**config.mk**
```make
export PLATFORM = sky130hd
export DESIGN_NAME = alu_operand_regfile
export DESIGN_NICKNAME = d
export VERILOG_FILES = /design/src/rtl/alu_operand_regfile.sv
export SDC_FILE = /design/constraint.sdc
export NUM_CORES = 2
export LEC_CHECK = 0
export CORE_ASPECT_RATIO = 2
export CORE_MARGIN = 4
export CORE_UTILIZATION = 65
export DETAILED_ROUTE_END_ITERATION = 8
export PLACE_DENSITY_LB_ADDON = 0.15
export SYNTH_ARGS = -nofsm -noshare
export SYNTH_HDL_FRONTEND = slang
export SYNTH_SLANG_ARGS = --single-unit
```
**constraint.sdc**
```tcl
create_clock -name clk_i -period 7.88 [get_ports clk_i]
set_input_delay 0.788 -clock clk_i [delete_from_list [all_inputs] [get_ports clk_i]]
set_output_delay 0.788 -clock clk_i [all_outputs]
set_load 0.005 [all_outputs]
```
**src/rtl/alu_operand_regfile.sv**
```systemverilog
// Architectural register file for alu_gate: serves rs1/rs2 operand reads through a
// single-entry registered response stage and accepts results on a never-stalling write-back channel.
module alu_operand_regfile #(
    parameter int DATA_WIDTH = 32,
    parameter int ADDR_WIDTH = 5,
    parameter int ZERO_REG   = 1
) (
    input  logic                  clk_i,
    input  logic                  rst_i,
    input  logic                  rd_req_valid_i,
    output logic                  rd_req_ready_o,
    input  logic [ADDR_WIDTH-1:0] rs1_addr_i,
    input  logic [ADDR_WIDTH-1:0] rs2_addr_i,
    output logic                  rd_rsp_valid_o,
    input  logic                  rd_rsp_ready_i,
    output logic [DATA_WIDTH-1:0] rs1_data_o,
    output logic [DATA_WIDTH-1:0] rs2_data_o,
    input  logic                  wb_valid_i,
    output logic                  wb_ready_o,
    input  logic [ADDR_WIDTH-1:0] rd_addr_i,
    input  logic [DATA_WIDTH-1:0] rd_data_i
);

    localparam int NUM_REGS = 2 ** ADDR_WIDTH;

    logic [DATA_WIDTH-1:0] regs [NUM_REGS];
    logic                  rsp_valid_q;
    logic [DATA_WIDTH-1:0] rs1_q;
    logic [DATA_WIDTH-1:0] rs2_q;

    logic                  req_fire;
    logic                  wb_fire;
    logic                  wb_en;
    logic [DATA_WIDTH-1:0] rs1_next;
    logic [DATA_WIDTH-1:0] rs2_next;

    // Handshake: a transfer happens on any rising edge where valid and ready are both 1.
    // Valid never depends on ready; the only combinational path is rd_rsp_ready_i -> rd_req_ready_o.
    assign rd_req_ready_o = !rst_i && (!rsp_valid_q || rd_rsp_ready_i);
    assign wb_ready_o     = !rst_i;
    assign req_fire       = rd_req_valid_i && rd_req_ready_o;
    assign wb_fire        = wb_valid_i && wb_ready_o;
    assign wb_en          = wb_fire && !((ZERO_REG != 0) && (rd_addr_i == '0));

    // wb_en already excludes register 0, so the bypass is suppressed there too.
    always_comb begin
        rs1_next = regs[rs1_addr_i];
        rs2_next = regs[rs2_addr_i];
        if (wb_en && (rd_addr_i == rs1_addr_i)) begin
            rs1_next = rd_data_i;
        end
        if (wb_en && (rd_addr_i == rs2_addr_i)) begin
            rs2_next = rd_data_i;
        end
        if ((ZERO_REG != 0) && (rs1_addr_i == '0)) begin
            rs1_next = '0;
        end
        if ((ZERO_REG != 0) && (rs2_addr_i == '0)) begin
            rs2_next = '0;
        end
    end

    always_ff @(posedge clk_i) begin
        if (rst_i) begin
            for (int i = 0; i < NUM_REGS; i++) begin
                regs[i] <= '0;
            end
        end else if (wb_en) begin
            regs[rd_addr_i] <= rd_data_i;
        end
    end

    // Response registers only load on acceptance, which gives snapshot semantics under stall.
    always_ff @(posedge clk_i) begin
        if (rst_i) begin
            rsp_valid_q <= 1'b0;
            rs1_q       <= '0;
            rs2_q       <= '0;
        end else begin
            if (req_fire) begin
                rsp_valid_q <= 1'b1;
                rs1_q       <= rs1_next;
                rs2_q       <= rs2_next;
            end else if (rd_rsp_ready_i) begin
                rsp_valid_q <= 1'b0;
            end
        end
    end

    assign rd_rsp_valid_o = rsp_valid_q;
    assign rs1_data_o     = rs1_q;
    assign rs2_data_o     = rs2_q;

endmodule

```
Word-level counts from Yosys, hierarchy flattened
Memory sizes are Yosys's and may differ from the RTL's.
Cells that the tools add are included.
W data, S select, Z words.
- bits in writable memories: 1024
- word-level logic and storage cells: 35
- memories kept: 1
- bits in latches: 0
- register bits after elaboration: 65
- bits in read-only memories: 0
- input bits: 52
- output and inout port bits: 67
- memory list (memory ; depth ; width ; read ports ; clocked after Yosys merged registers in ; wr ports ; line ; text):
    regs ; 32 ; 32 ; 2 ; 0 ; 32 ; 26 ; logic [DATA_WIDTH-1:0] regs [NUM_REGS];
- mux-type cells: 14
- magnitude comparators: 0
- eq/ne operators: 2
- shift-type cells: 0
- reductions and logical operators: 15
- add/subtract/negate cells: 0
- bitwise operators: 0
- divide/modulo/power cells: 0
- $mul: 0
- operators with widths (operator ; number):
    $mux W32 ; 5
    $reduce_or A32 Y1 ; 1
    $logic_not A5 Y1 ; 3
    $eq A5 B5 Y1 ; 2
    $mux W1 ; 8
    $logic_and A1 B1 Y1 ; 6
    $mux W5 ; 1
    $logic_not A1 Y1 ; 3
    $reduce_bool A2 Y1 ; 1
    $logic_or A1 B1 Y1 ; 1

Depth between registers and ports, before layout
- depth in word-level cells: 8
- mapped depth: 10
- depth with buffers taken out: 5

Worst setup path before layout
OpenSTA, ideal clock, no wires.
- path type: input -> register
- start point: in rst_i
- end point: mem regs[23][0], enable pin
- required time: 7.414 ns
- arrival: 3.972 ns
- stages: 5
- path buffers: 2
- library setup time: 0.466 ns
- path slack: 3.442 ns
- cells stage by stage: clkbuf_1 > nor2b_1 > nand3_1 > clkbuf_1 > o21ai_0
- RTL lines (element ; line ; text):
    start, declared ; 9 ; input logic rst_i,
    end, declared ; 26 ;

Final worst setup path
- start point: in rd_addr_i[2]
- end point: reg rs2_q[18], in the netlist rs2_data_o[18]
- cells in the longest elaborated chain, start to end: 6
- elaborated cells between the ends (all ways): 7
- those cells by class: eq/ne (1); mux (2); reduce/logical (4)
- ends and longest elaborated chain (element ; line ; text):
    start, declared ; 20 ; input logic [ADDR_WIDTH-1:0] rd_addr_i,
    $logic_not A5 Y1 ; 43 ; assign wb_en = wb_fire && !((ZERO_REG != 0) && (rd_addr_i == '0));
    $logic_not A1 Y1 ; 43 ;
    $logic_and A1 B1 Y1 ; 43 ;
    $logic_and A1 B1 Y1 * ; 52 ; if (wb_en && (rd_addr_i == rs2_addr_i)) begin
    $mux W32 * ; 52 ;
    $mux W32 * ; 58 ; if ((ZERO_REG != 0) && (rs2_addr_i == '0)) begin
    end signal, assigned ; 83 ; rs2_q <= rs2_next;
    end, declared ; 29 ; logic [DATA_WIDTH-1:0] rs2_q;
Mark *: on every way between the ends. The rest lies on a longest branch, timed or not.
A chain may end at the register's enable or synchronous reset.

==> flow_summary.yaml <==
outcome:
  outcome: "finished, final reports clean"
grt:
  globalRouteMet1Util_pct: 48.2
  grt.total_usage_pct: 42.2
  grt_use_met2_pct: 67.7
  busiest_layer: "met2"
  grt_pass1_vias: 38454
  antenna_found_initial: 18
  use_met3_pct: 10.6
  grt_max_degree: 148
  grt_first_pass_wirelength_um: 271000
  overflow: 0
pwr:
  power_frac_seq_pct: 51.5
  leakagePower_nw: 20.7
  switchingPower_mw: 3.26
  p_int_mw: 10.1
  max-vdd-ir-drop_uv: 184
  power_density_nw_per_um2: 217
  comb_power_share_pct: 11.7
  clock_power_share_pct: 36.8
  p_sw_share_pct: 24.4
synthesis:
  ys_types: 47
  syn_avg_cell_area_um2: 15.4
  synthFlopType: "edfxtp_1"
  seq_area_frac_synth_pct: 57.1
  synth_edf_count: 1024
  synth_seq_cells: 1089
  synthCells: 3654
  yosys.area.top_type: "edfxtp_1"
  async_reset_ff_share_pct: 0
  synthTopCellsByArea: "edfxtp_1 55%, mux4_2 21%, and2_1 11%"
  netlist_area_um2: 56200
  yosysWarnings: 0
  synth_top_area_share_pct: 54.8
setup_path:
  arrival_ns: 4.26
  path_class: "input port to flop"
  cp-start-kind: "input port"
  crit_required_ns: 8.43
  worstSetupEndpointType: "flop"
  crit_fanout: 33
routing:
  drt-initial-drc-count: 6130
  wirelength_um: 194000
  vias_per_cell: 7.72
  routedWlPerCell_um: 39.9
  vias: 37413
  drc: 0
  ant_nets: 0
  drt_first_pass_iters: 6
sta:
  finalSetupViolCount: 0
  post-route-period-util_pct: 47.1
  worst_pin_slew_ns: 1.32
  slew_headroom_pct: 11.6
  setup_tns_ns: 0
  rsz0062_at_grt: "false"
  hold_violations: 0
  fin_crit_ns: 3.71
  max_freq_ghz: 0.269
  slew_violations: 0
  clock_skew_ns: 0.0184
floorplan:
  initial_core_util_pct: 65.5
  io_pins: 119
  core_area_um2: 85800
  die_h_um: 424
  die_width_um: 216
  rows: 152
  dieArea_um2: 91400
place:
  gp_congestion: 0.905
  dpl.hpwl_um: 112000
  portBuffers: 118
  place_area_um2: 58400
clock_network:
  h-tree-depth: 3
  clk_path_buf_depth: 3
  post_cts_buffers: 0
  path_clk_slew_ns: 0.08
  holdBufCountCts: 0
  clkLatencyLatePin_ns: 0.71
  clkSinkCount: 1089
  cts.repair.resized: 0
  cts_made_buffers: 94
  cts_tree: "yes"
  cts-root-buf: "clkbuf_16"
final_layout:
  area_growth_syn_to_layout_pct: 9.83
  fillers: 5437
  final_layout_size_suffix_gt1_share_pct: 24.0
  finalNetCount: 3652
  finalInstanceArea_um2: 61700
min_path:
  worstHoldPathType: "flop to flop"
run:
  max-cap-violations: 0
## state kept, by name, indices dropped and copies added, names as in the netlist
register / flops
regs: 1024
rs1_data_o: 32
rs2_data_o: 32
rd_rsp_valid_o: 1
## synth_stat cells, drive strengths merged (23+ instances only)
master / n
a221oi: 23
a22oi: 32
a32oi: 32
and2: 993
buf: 130
clkbuf: 277
dfxtp: 65
edfxtp: 1024
mux2: 23
mux2i: 44
mux4: 520
nand2: 58
nor2: 72
o21ai: 64
o22ai: 128
o31ai: 23
or4: 32
## placed cells by master (no fill, tap or decap), types with 5 or more instances in the layout
cell type and n:
o41ai_2 6, clkinv_2 11, edfxtp_1 1024, a311oi_1 8
buf_12 6, nor2_4 6, nand2_1 56, nor2b_1 20
o21ai_1 31, mux2_2 23, dfxtp_1 65, a211oi_1 16
clkbuf_16 99, o31ai_1 23, a221oi_1 23, o21ai_4 31
nor2_2 27, conb_1 32, xor2_1 7, a21oi_1 8
buf_4 105, mux4_2 520, clkbuf_1 23, nand3b_1 8
clkinv_1 12, clkinvlp_4 5, a22oi_1 32, and2_1 993
diode_2 15, clkdlybuf4s50_1 110, or4_1 32, a32oi_1 32
bufinv_16 12, nor2_1 39, o22ai_1 128, a22o_1 8
clkbuf_8 6, mux2i_1 44
## worst max-delay path, stage by stage
cell	delay [ns]
clkdlybuf4s50_1	0.74
or3_1	0.59
nor3_2	0.12
nor4_4	0.29
buf_4	0.67
nand2b_4	0.81
o31ai_1	0.20
## routing by layer
metal  vias to the layer above  routed length [um]
li1                      14039                   -
met1                     18574               55900
met2                      3688               93500
met3                      1106               24600
met4                         6               19500
met5                         -                  38
## cell type report
type / instances / area, um2 / area share, %
diodes: 15 / 37.5 / 0.0609
clock buffers: 128 / 2650 / 4.29
clock inverters: 44 / 544 / 0.883
inverters: 2 / 7.51 / 0.0122
multi-input cells: 2187 / 22900 / 37.1
flip-flops and latches: 1089 / 32100 / 52.0
well taps: 1155 / 1450 / 2.34
repair buffers: 226 / 2070 / 3.36
## power by group through the flow
stage	clock network (mW)	logic (mW)	registers [mW]
global placement	0	1.50	6.95
CTS	4.92	1.53	6.86
global route	5.16	1.60	6.90
floorplan	0	0.972	6.90
detailed placement	0	1.53	6.99
finish	4.92	1.57	6.88
## cells by family (layout without fill, tap and decap cells)
kind of cell	after synthesis	count (layout)	share of synthesized area [%]
AND/OR/NAND/NOR	1205	1205	13.0
flip-flops	1089	1089	57.1
multiplexers	587	587	22.1
buffers and inverters	409	400	3.30
AO/OA/AOI/OAI	353	353	4.37
XOR/XNOR	10	10	0.156
other	1	47	0.00668
## final timing paths
path                                startpoint             end  slack (ns)  depth (start not counted)
worst max-delay path              rd_addr_i[2]  rs2_data_o[18]        4.17                          7
worst min-delay path            rs2_data_o[17]  rs2_data_o[17]        0.48                          2
worst max register to register  rd_rsp_valid_o   rs2_data_o[2]        5.28                          6
worst min register to register  rs2_data_o[17]  rs2_data_o[17]        0.48                          2
## per-stage QoR
stage	util [%]	power [mW]	hold slack [ns]	instances	worst slack, ns
2_1_floorplan	-	7.87	0.455	3685	3.44
3_3_place_gp	68.1	8.45	0.453	4659	3.72
3_5_place_dp	68.1	8.52	0.461	4659	3.63
4_1_cts	71.9	13.3	0.480	4831	4.32
5_1_grt	71.9	13.7	0.503	4832	4.25
6_report	71.9	13.4	0.478	4846	4.17
Note: power is estimated with default switching activity, not from simulation.
